[config.mk]
export PLATFORM = sky130hd
export DESIGN_NAME = mem_access_stage
export DESIGN_NICKNAME = d
export VERILOG_FILES = /design/src/rtl/mem_access_stage_pkg.sv /design/src/rtl/mem_access_stage_load_align.sv /design/src/rtl/mem_access_stage.sv
export SDC_FILE = /design/constraint.sdc
export NUM_CORES = 1
export LEC_CHECK = 0
export CORE_UTILIZATION = 33
export DETAILED_ROUTE_END_ITERATION = 10
export PLACE_DENSITY_LB_ADDON = 0.1
export SETUP_SLACK_MARGIN = 0.3
export SYNTH_ARGS = -nofsm -noshare
export SYNTH_HDL_FRONTEND = slang
export SYNTH_HIERARCHICAL = 1
export SYNTH_SLANG_ARGS = --single-unit
[constraint.sdc]
create_clock -name clk -period 2.21 [get_ports clk]
set_input_delay 0.442 -clock clk [delete_from_list [all_inputs] [get_ports clk]]
set_output_delay 0.442 -clock clk [all_outputs]
set_load 0.01 [all_outputs]
[src/rtl/mem_access_stage_pkg.sv]
// Shared encodings for the memory-access stage:
// load/store type codes, FSM states, bus and MEM/WB bundles.
package mem_access_stage_pkg;

  localparam logic [2:0] LT_LB  = 3'b000;
  localparam logic [2:0] LT_LH  = 3'b001;
  localparam logic [2:0] LT_LW  = 3'b010;
  localparam logic [2:0] LT_LBU = 3'b011;
  localparam logic [2:0] LT_LHU = 3'b100;

  localparam logic [1:0] ST_SB  = 2'b00;
  localparam logic [1:0] ST_SH  = 2'b01;
  localparam logic [1:0] ST_SW  = 2'b10;

  typedef enum logic [1:0] {
    S_IDLE = 2'd0,
    S_REQ  = 2'd1,
    S_WAIT = 2'd2
  } state_e;

  typedef struct packed {
    logic [31:0] addr;
    logic [31:0] wdata;
    logic [3:0]  be;
    logic        we;
    logic [1:0]  lane;
    logic [2:0]  ltype;
  } bus_req_t;

  typedef struct packed {
    logic [31:0] alu_result;
    logic [31:0] load_data;
    logic [4:0]  rd;
    logic        wb_reg_file;
    logic        memtoreg;
    logic        valid;
  } mem_wb_t;

  // Byte lanes pass; halfwords keep lane[1]; words use lane 0.
  function automatic logic [1:0] align_lane(
    logic [1:0] lane,
    logic       is_byte,
    logic       is_half
  );
    logic [1:0] r;
    r = 2'b00;
    unique case (1'b1)
      is_byte: r = lane;
      is_half: r = {lane[1], 1'b0};
      default: r = 2'b00;
    endcase
    return r;
  endfunction

endpackage

[src/rtl/mem_access_stage_load_align.sv]
// load_align_unit: shifts the read word down to the
// addressed lane, then sign- or zero-extends.
module load_align_unit
  import mem_access_stage_pkg::*;
(
  input  logic [31:0] rdata,
  input  logic [1:0]  lane,
  input  logic [2:0]  load_type,
  output logic [31:0] data
);

  logic [31:0] sh;

  // Lane shift followed by width-specific extension.
  always_comb begin
    sh = rdata >> {lane, 3'b000};
    unique case (load_type)
      LT_LB:   data = {{24{sh[7]}}, sh[7:0]};
      LT_LH:   data = {{16{sh[15]}}, sh[15:0]};
      LT_LBU:  data = {24'h0, sh[7:0]};
      LT_LHU:  data = {16'h0, sh[15:0]};
      default: data = sh;
    endcase
  end

endmodule

[src/rtl/mem_access_stage.sv]
// mem_access_stage: EX/MEM to MEM/WB stage with data-bus FSM.
// Define MISALIGN_TRAP_EN to trap misaligned SH/SW stores.
module mem_access_stage
  import mem_access_stage_pkg::*;
#(
  parameter int DMEM_TIMEOUT = 255
) (
  input  logic        clk,
  input  logic        rst_n,
  input  logic        valid_mem,
  input  logic [31:0] alu_result_mem,
  input  logic [31:0] rs2_data_mem,
  input  logic [4:0]  rd_mem,
  input  logic        mem_write_mem,
  input  logic        mem_read_mem,
  input  logic [2:0]  mem_load_type_mem,
  input  logic [1:0]  mem_store_type_mem,
  input  logic        wb_reg_file_mem,
  input  logic        memtoreg_mem,
  output logic        dmem_req,
  output logic        dmem_we,
  output logic [31:0] dmem_addr,
  output logic [31:0] dmem_wdata,
  output logic [3:0]  dmem_be,
  input  logic        dmem_gnt,
  input  logic        dmem_rvalid,
  input  logic [31:0] dmem_rdata,
  output logic        mem_stall,
  output logic [31:0] alu_result_wb,
  output logic [31:0] load_data_wb,
  output logic [4:0]  rd_wb,
  output logic        wb_reg_file_wb,
  output logic        memtoreg_wb,
  output logic        valid_wb,
  output logic [31:0] data_forward_mem,
  output logic        bus_err,
  output logic        misalign_exc
);

  localparam int CW = $clog2(DMEM_TIMEOUT + 1);

  state_e        state_q, state_d;
  logic [CW-1:0] cnt_q, cnt_d;
  bus_req_t      req_q, req_d, new_req;
  logic          dmem_req_q, dmem_req_d;
  logic          bus_err_q, bus_err_d;
  mem_wb_t       wb_q, wb_d;

  logic          access;
  logic          trap;
  logic          trap_now;
  logic          complete;
  logic          timeout;
  logic          st_byte, st_half;
  logic          is_byte, is_half;
  logic [1:0]    lane;
  logic [31:0]   ld_data;

  assign access = valid_mem & (mem_read_mem | mem_write_mem);

  assign st_byte = mem_store_type_mem == ST_SB;
  assign st_half = mem_store_type_mem == ST_SH;

  // Access width decides which low address bits survive.
  always_comb begin
    if (mem_write_mem) begin
      is_byte = st_byte;
      is_half = st_half;
    end else begin
      is_byte = (mem_load_type_mem == LT_LB) |
                (mem_load_type_mem == LT_LBU);
      is_half = (mem_load_type_mem == LT_LH) |
                (mem_load_type_mem == LT_LHU);
    end
    lane = align_lane(alu_result_mem[1:0], is_byte, is_half);
  end

`ifdef MISALIGN_TRAP_EN
  logic misaligned;
  assign misaligned = mem_write_mem &
                      ((st_half & alu_result_mem[0]) |
                       (~st_byte & ~st_half & |alu_result_mem[1:0]));
  assign trap = access & misaligned;
`else
  assign trap = 1'b0;
`endif

  assign trap_now = (state_q == S_IDLE) & trap;
  assign misalign_exc = rst_n & trap_now;

  // Bus request captured on REQ entry: lane enables and replication.
  always_comb begin
    new_req       = '0;
    new_req.addr  = {alu_result_mem[31:2], 2'b00};
    new_req.we    = mem_write_mem;
    new_req.lane  = lane;
    new_req.ltype = mem_load_type_mem;
    new_req.be    = 4'b1111;
    new_req.wdata = rs2_data_mem;
    if (mem_write_mem) begin
      unique case (1'b1)
        st_byte: begin
          new_req.be    = 4'b0001 << lane;
          new_req.wdata = {4{rs2_data_mem[7:0]}};
        end
        st_half: begin
          new_req.be    = 4'b0011 << lane;
          new_req.wdata = {2{rs2_data_mem[15:0]}};
        end
        default: ;
      endcase
    end
  end

  assign complete = ((state_q == S_REQ) & dmem_gnt & req_q.we) |
                    ((state_q == S_WAIT) & dmem_rvalid);

  assign timeout = (state_q != S_IDLE) &
                   (cnt_q == CW'(DMEM_TIMEOUT - 1)) & ~complete;

  assign mem_stall = ~timeout &
    (((state_q == S_IDLE) & access & ~trap) |
     ((state_q == S_REQ) & ~(dmem_gnt & req_q.we)) |
     ((state_q == S_WAIT) & ~dmem_rvalid));

  // Bus FSM: issue, wait for grant / read data, abandon on timeout.
  always_comb begin
    state_d    = state_q;
    cnt_d      = cnt_q;
    req_d      = req_q;
    dmem_req_d = dmem_req_q;
    bus_err_d  = 1'b0;
    unique case (state_q)
      S_IDLE: begin
        if (access & ~trap) begin
          state_d    = S_REQ;
          cnt_d      = '0;
          req_d      = new_req;
          dmem_req_d = 1'b1;
        end
      end
      S_REQ: begin
        cnt_d = cnt_q + CW'(1);
        if (timeout) begin
          state_d    = S_IDLE;
          dmem_req_d = 1'b0;
          bus_err_d  = 1'b1;
        end else if (dmem_gnt) begin
          state_d    = req_q.we ? S_IDLE : S_WAIT;
          dmem_req_d = 1'b0;
        end
      end
      S_WAIT: begin
        cnt_d = cnt_q + CW'(1);
        if (timeout) begin
          state_d   = S_IDLE;
          bus_err_d = 1'b1;
        end else if (dmem_rvalid) begin
          state_d = S_IDLE;
        end
      end
      default: begin
        state_d    = S_IDLE;
        dmem_req_d = 1'b0;
      end
    endcase
  end

  load_align_unit u_align (
    .rdata     (dmem_rdata),
    .lane      (req_q.lane),
    .load_type (req_q.ltype),
    .data      (ld_data)
  );

  // MEM/WB: advance when not stalled, bubble while stalled.
  always_comb begin
    wb_d             = wb_q;
    wb_d.valid       = 1'b0;
    wb_d.wb_reg_file = 1'b0;
    if (!mem_stall) begin
      wb_d.valid       = valid_mem & ~trap_now & ~timeout;
      wb_d.wb_reg_file = wb_reg_file_mem & valid_mem &
                         ~trap_now & ~timeout;
      wb_d.alu_result  = alu_result_mem;
      wb_d.load_data   = ld_data;
      wb_d.rd          = rd_mem;
      wb_d.memtoreg    = memtoreg_mem;
    end
  end

  // State registers with asynchronous clear.
  always_ff @(posedge clk or negedge rst_n) begin
    if (!rst_n) begin
      state_q    <= S_IDLE;
      cnt_q      <= '0;
      req_q      <= '0;
      dmem_req_q <= 1'b0;
      bus_err_q  <= 1'b0;
      wb_q       <= '0;
    end else begin
      state_q    <= state_d;
      cnt_q      <= cnt_d;
      req_q      <= req_d;
      dmem_req_q <= dmem_req_d;
      bus_err_q  <= bus_err_d;
      wb_q       <= wb_d;
    end
  end

  assign dmem_req         = dmem_req_q;
  assign dmem_we          = req_q.we;
  assign dmem_addr        = req_q.addr;
  assign dmem_wdata       = req_q.wdata;
  assign dmem_be          = req_q.be;
  assign bus_err          = bus_err_q;
  assign data_forward_mem = alu_result_mem;
  assign alu_result_wb    = wb_q.alu_result;
  assign load_data_wb     = wb_q.load_data;
  assign rd_wb            = wb_q.rd;
  assign wb_reg_file_wb   = wb_q.wb_reg_file;
  assign memtoreg_wb      = wb_q.memtoreg;
  assign valid_wb         = wb_q.valid;

endmodule

==> impl_metrics.env <==
export IMPL_drt_total_wl_um=23600
export IMPL_power_density_mw_per_mm2=1530
export IMPL_first_iter_violations=301
export IMPL_r2r_slack_ns=-0.03
export IMPL_grt_pass1_wl_um=34400
export IMPL_crit_chain="inv_2 -> ha_4 -> and4b_2 -> a31oi_2 -> a21oi_4 -> inv_4 -> buf_6"
export IMPL_first_pass_iters=4
export IMPL_overflow=0
export IMPL_start_util=0.339
export IMPL_port_buffers=288
export IMPL_pre_cts_ws_ns=-0.293
export IMPL_rsz0062_at_grt="true"
export IMPL_cts_num_sinks=156
export IMPL_gp_congestion=0.781
export IMPL_end_kind="output pin"
export IMPL_dp_hpwl_um=16500
export IMPL_yosysSeqAreaShare=0.488
export IMPL_synth_area_leaders="dfrtp_1 49%, mux2_2 10%, buf_4 9.7%, nand2_1 8.2%, mux2i_1 3.9%"
export IMPL_synth_area_per_cell_um2=10.2
export IMPL_hold_viol=0
export IMPL_grt_pass1_vias=6001
export IMPL_io_pins=292
export IMPL_final_setup_viol_count=52
export IMPL_async_reset_ff_frac=1.00
export IMPL_cp_num_buf_inv=3
export IMPL_vdd_drop_max_mv=0.564
export IMPL_insertion_delay_ns=0.42
export IMPL_clock_power_share=0.172
export IMPL_tritoncts="done"
export IMPL_grt_max_degree=56
export IMPL_core_area_mm2=0.0236
export IMPL_critPathLaunchType="flip-flop"
export IMPL_synth_xor_area_frac=0.00766
export IMPL_switching_share=0.345
export IMPL_r2r_end="alu_result_wb[15]"
export IMPL_cts_buffers_inserted=17
export IMPL_cts_root_buf="clkbuf_16"
export IMPL_vias_per_cell=4.58
export IMPL_antenna_found_initial=1
export IMPL_nNetsFinal=1153
export IMPL_synthMuxAreaShare=0.144
export IMPL_worst_slack_ns=-0.0476
export IMPL_path_class="flip-flop to output pin"
export IMPL_area_growth_pct=51.4
export IMPL_relSlewSlack=0.587
export IMPL_fin_worst_skew_ns=0.00934
export IMPL_synth_seq_cells=156
export IMPL_fin_cells=1365
export IMPL_yosys_area_share_simple=0.132
export IMPL_power_leakage_nw=5.52
export IMPL_tightest_slew_ns=0.618
export IMPL_final_cell_mix="254 x clkdlybuf4s50_1, 173 x nand2_1, 155 x dfrtp_1"
export IMPL_status="complete, but fails checks"
export IMPL_clkTransAtPathRegs_ns=0.07
export IMPL_fin_util=0.513
export IMPL_fp_dieW_um=158
export IMPL_fp_row_count=56
export IMPL_synth_cell_types=50
export IMPL_vias=6258
export IMPL_synth_top_cell_by_area="dfrtp_1"
export IMPL_synth_edff_count=0
export IMPL_antenna_cells=0
export IMPL_cp_slowest_stage_delay_ns=0.36
export IMPL_drc=0
export IMPL_dieHeight_um=158
export IMPL_internal_power_w=0.0121
export IMPL_drv_slew=0
export IMPL_cts_htree_levels=4
export IMPL_p_seq_frac=0.273
export IMPL_synth_compound_area_share=0.0946
export IMPL_clockBufferDepth=2
export IMPL_period_share=1.02
export IMPL_combPwrFrac=0.555
export IMPL_synth_warnings=6
export IMPL_yosys_area_top_type_share=0.488
export IMPL_antenna_left=0
export IMPL_arrival_ns=1.82
export IMPL_final_common_cell="clkdlybuf4s50_1"
export IMPL_dpl_cell_count=1311
export IMPL_cp_depth=7
export IMPL_wl_per_cell_um=17.3
export IMPL_cpMaxStageDelayCell="dfrtp_1"
export IMPL_drive_gt1_frac=0.208
export IMPL_rr_worst_depth=10
export IMPL_worstSetupEndpoint="mem_stall"
export IMPL_startpoint="state_q[1]"
export IMPL_dieArea_mm2=0.0249
export IMPL_syn_area_mm2=0.00800
export IMPL_cp_max_fo=4
export IMPL_reg2reg_from="state_q[1]"
export IMPL_synth_adder_area_share=0.00782
export IMPL_violations="setup timing"
export IMPL_hold_class="flip-flop to flip-flop"
export IMPL_synth_top_family_by_area="multiplexers"
export IMPL_syn_instance_count=785
export IMPL_required_ns=1.77
export IMPL_fmax_mhz=443
export IMPL_p_switching_w=0.00638
export IMPL_drv_cap=0
export IMPL_grt_util_all_layers=0.183
export IMPL_cpLargestDelayFamily="flip-flops"
export IMPL_post_route_min_period_ns=2.26
export IMPL_ys_flop_type="dfrtp_1"
==> worst reg2reg max path, cell delays in order, from the launching register on <==
cell and delay [ns]:
dfrtp_1 0.36, inv_2 0.07, ha_4 0.16, and4b_2 0.35, a31oi_2 0.13, a21oi_4 0.17, buf_4 0.14, buf_8 0.12
buf_12 0.15, clkbuf_16 0.19, mux2_4 0.30
==> sequential cells by signal, indices dropped and copies added, names as in the netlist <==
name,cells
req_q,5
cnt_q,8
dmem_we,1
bus_err,1
alu_result_wb,32
load_data_wb,32
dmem_wdata,32
dmem_addr,30
wb_reg_file_wb,1
memtoreg_wb,1
valid_wb,1
dmem_req,1
dmem_be,4
state_q,2
rd_wb,5
==> final cells by class <==
class                   instances  area (um^2)
inverters                       9         36.3
repair buffers                367         3730
clock buffers                  18          439
multi-input cells             482         3410
well taps                     319          399
fillers                      2231        11500
clock inverters                14          194
flip-flops and latches        156         3910
==> Yosys cell counts, types with 8 or more instances <==
library cell  number
nor2b_1           10
mux2i_1           31
a211oi_1          10
nand3_1            9
nand2_1          174
dfrtp_1          156
mux2_2            74
a31oi_1           13
nor2_1            32
o21ai_2            8
o21ai_0           31
a21oi_1           21
clkbuf_1          19
buf_4            103
inv_1              9
a21o_1            11
==> worst min-delay path by stage <==
| stage | from | endpoint | slack [ns] | depth (start not counted) |
|---|---|---|---|---|
| finish | dmem_addr[16] | dmem_addr[16] | 0.47 | 2 |
| global route | dmem_wdata[1] | dmem_wdata[1] | 0.48 | 2 |
| CTS | dmem_addr[16] | dmem_addr[16] | 0.48 | 2 |
| detailed placement | rst_n | load_data_wb[18] | 0.45 | 1 |
| global placement | rst_n | load_data_wb[2] | 0.45 | 1 |
| floorplan | rst_n | alu_result_wb[0] | 0.15 | 0 |
==> timing repair <==
item | 4_1_cts | 5_1_grt
setup buffers | 2 | 11
resized for setup | 46 | 21
hold buffers | 1 | 0
endpoints found under the hold margin | 5 | 0
pin swaps | 2 | 5
setup endpoints to repair | 104 | 134
gates cloned | 0 | 8
==> logic make-up after synthesis <==
group | Yosys count
AOI/OAI and AO/OA | 115
xor gates and xnor gates | 7
adders and majority gates | 5
buffers and inverters | 149
DFF | 156
muxes | 106
other | 1
and+or+nand+nor | 246
==> layer usage <==
metal  share of wire  wire (um)  up-vias  GRT usage
met4          0.0087        206        0     0.0490
met2            0.49      11500      160      0.302
met3           0.050       1190       15     0.0416
li1                -          -     3068          -
met5               0          0        -          0
met1            0.45      10700     3015      0.239
==> stage by stage <==
| step | total power (W) | TNS, ns | cell area (um^2) | hold slack, ns |
|---|---|---|---|---|
| floorplan | 0.0109 | 0 | 8260 | 0.146 |
| global placement | 0.0143 | -15.90 | 11100 | 0.455 |
| detailed placement | 0.0144 | -16.64 | 11100 | 0.453 |
| CTS | 0.0177 | -1.15 | 11700 | 0.477 |
| global route | 0.0196 | -5.16 | 12100 | 0.482 |
| finish | 0.0185 | -0.934 | 12100 | 0.473 |
==> power groups by stage <==
stage | Sequential, W | Combinational, W | Clock, W
detailed placement | 0.00507 | 0.00934 | 0
floorplan | 0.00523 | 0.00565 | 0
finish | 0.00504 | 0.0103 | 0.00318
global route | 0.00522 | 0.0110 | 0.00339
CTS | 0.00505 | 0.00940 | 0.00327
global placement | 0.00508 | 0.00926 | 0
Power figures use the tool's default switching activity.
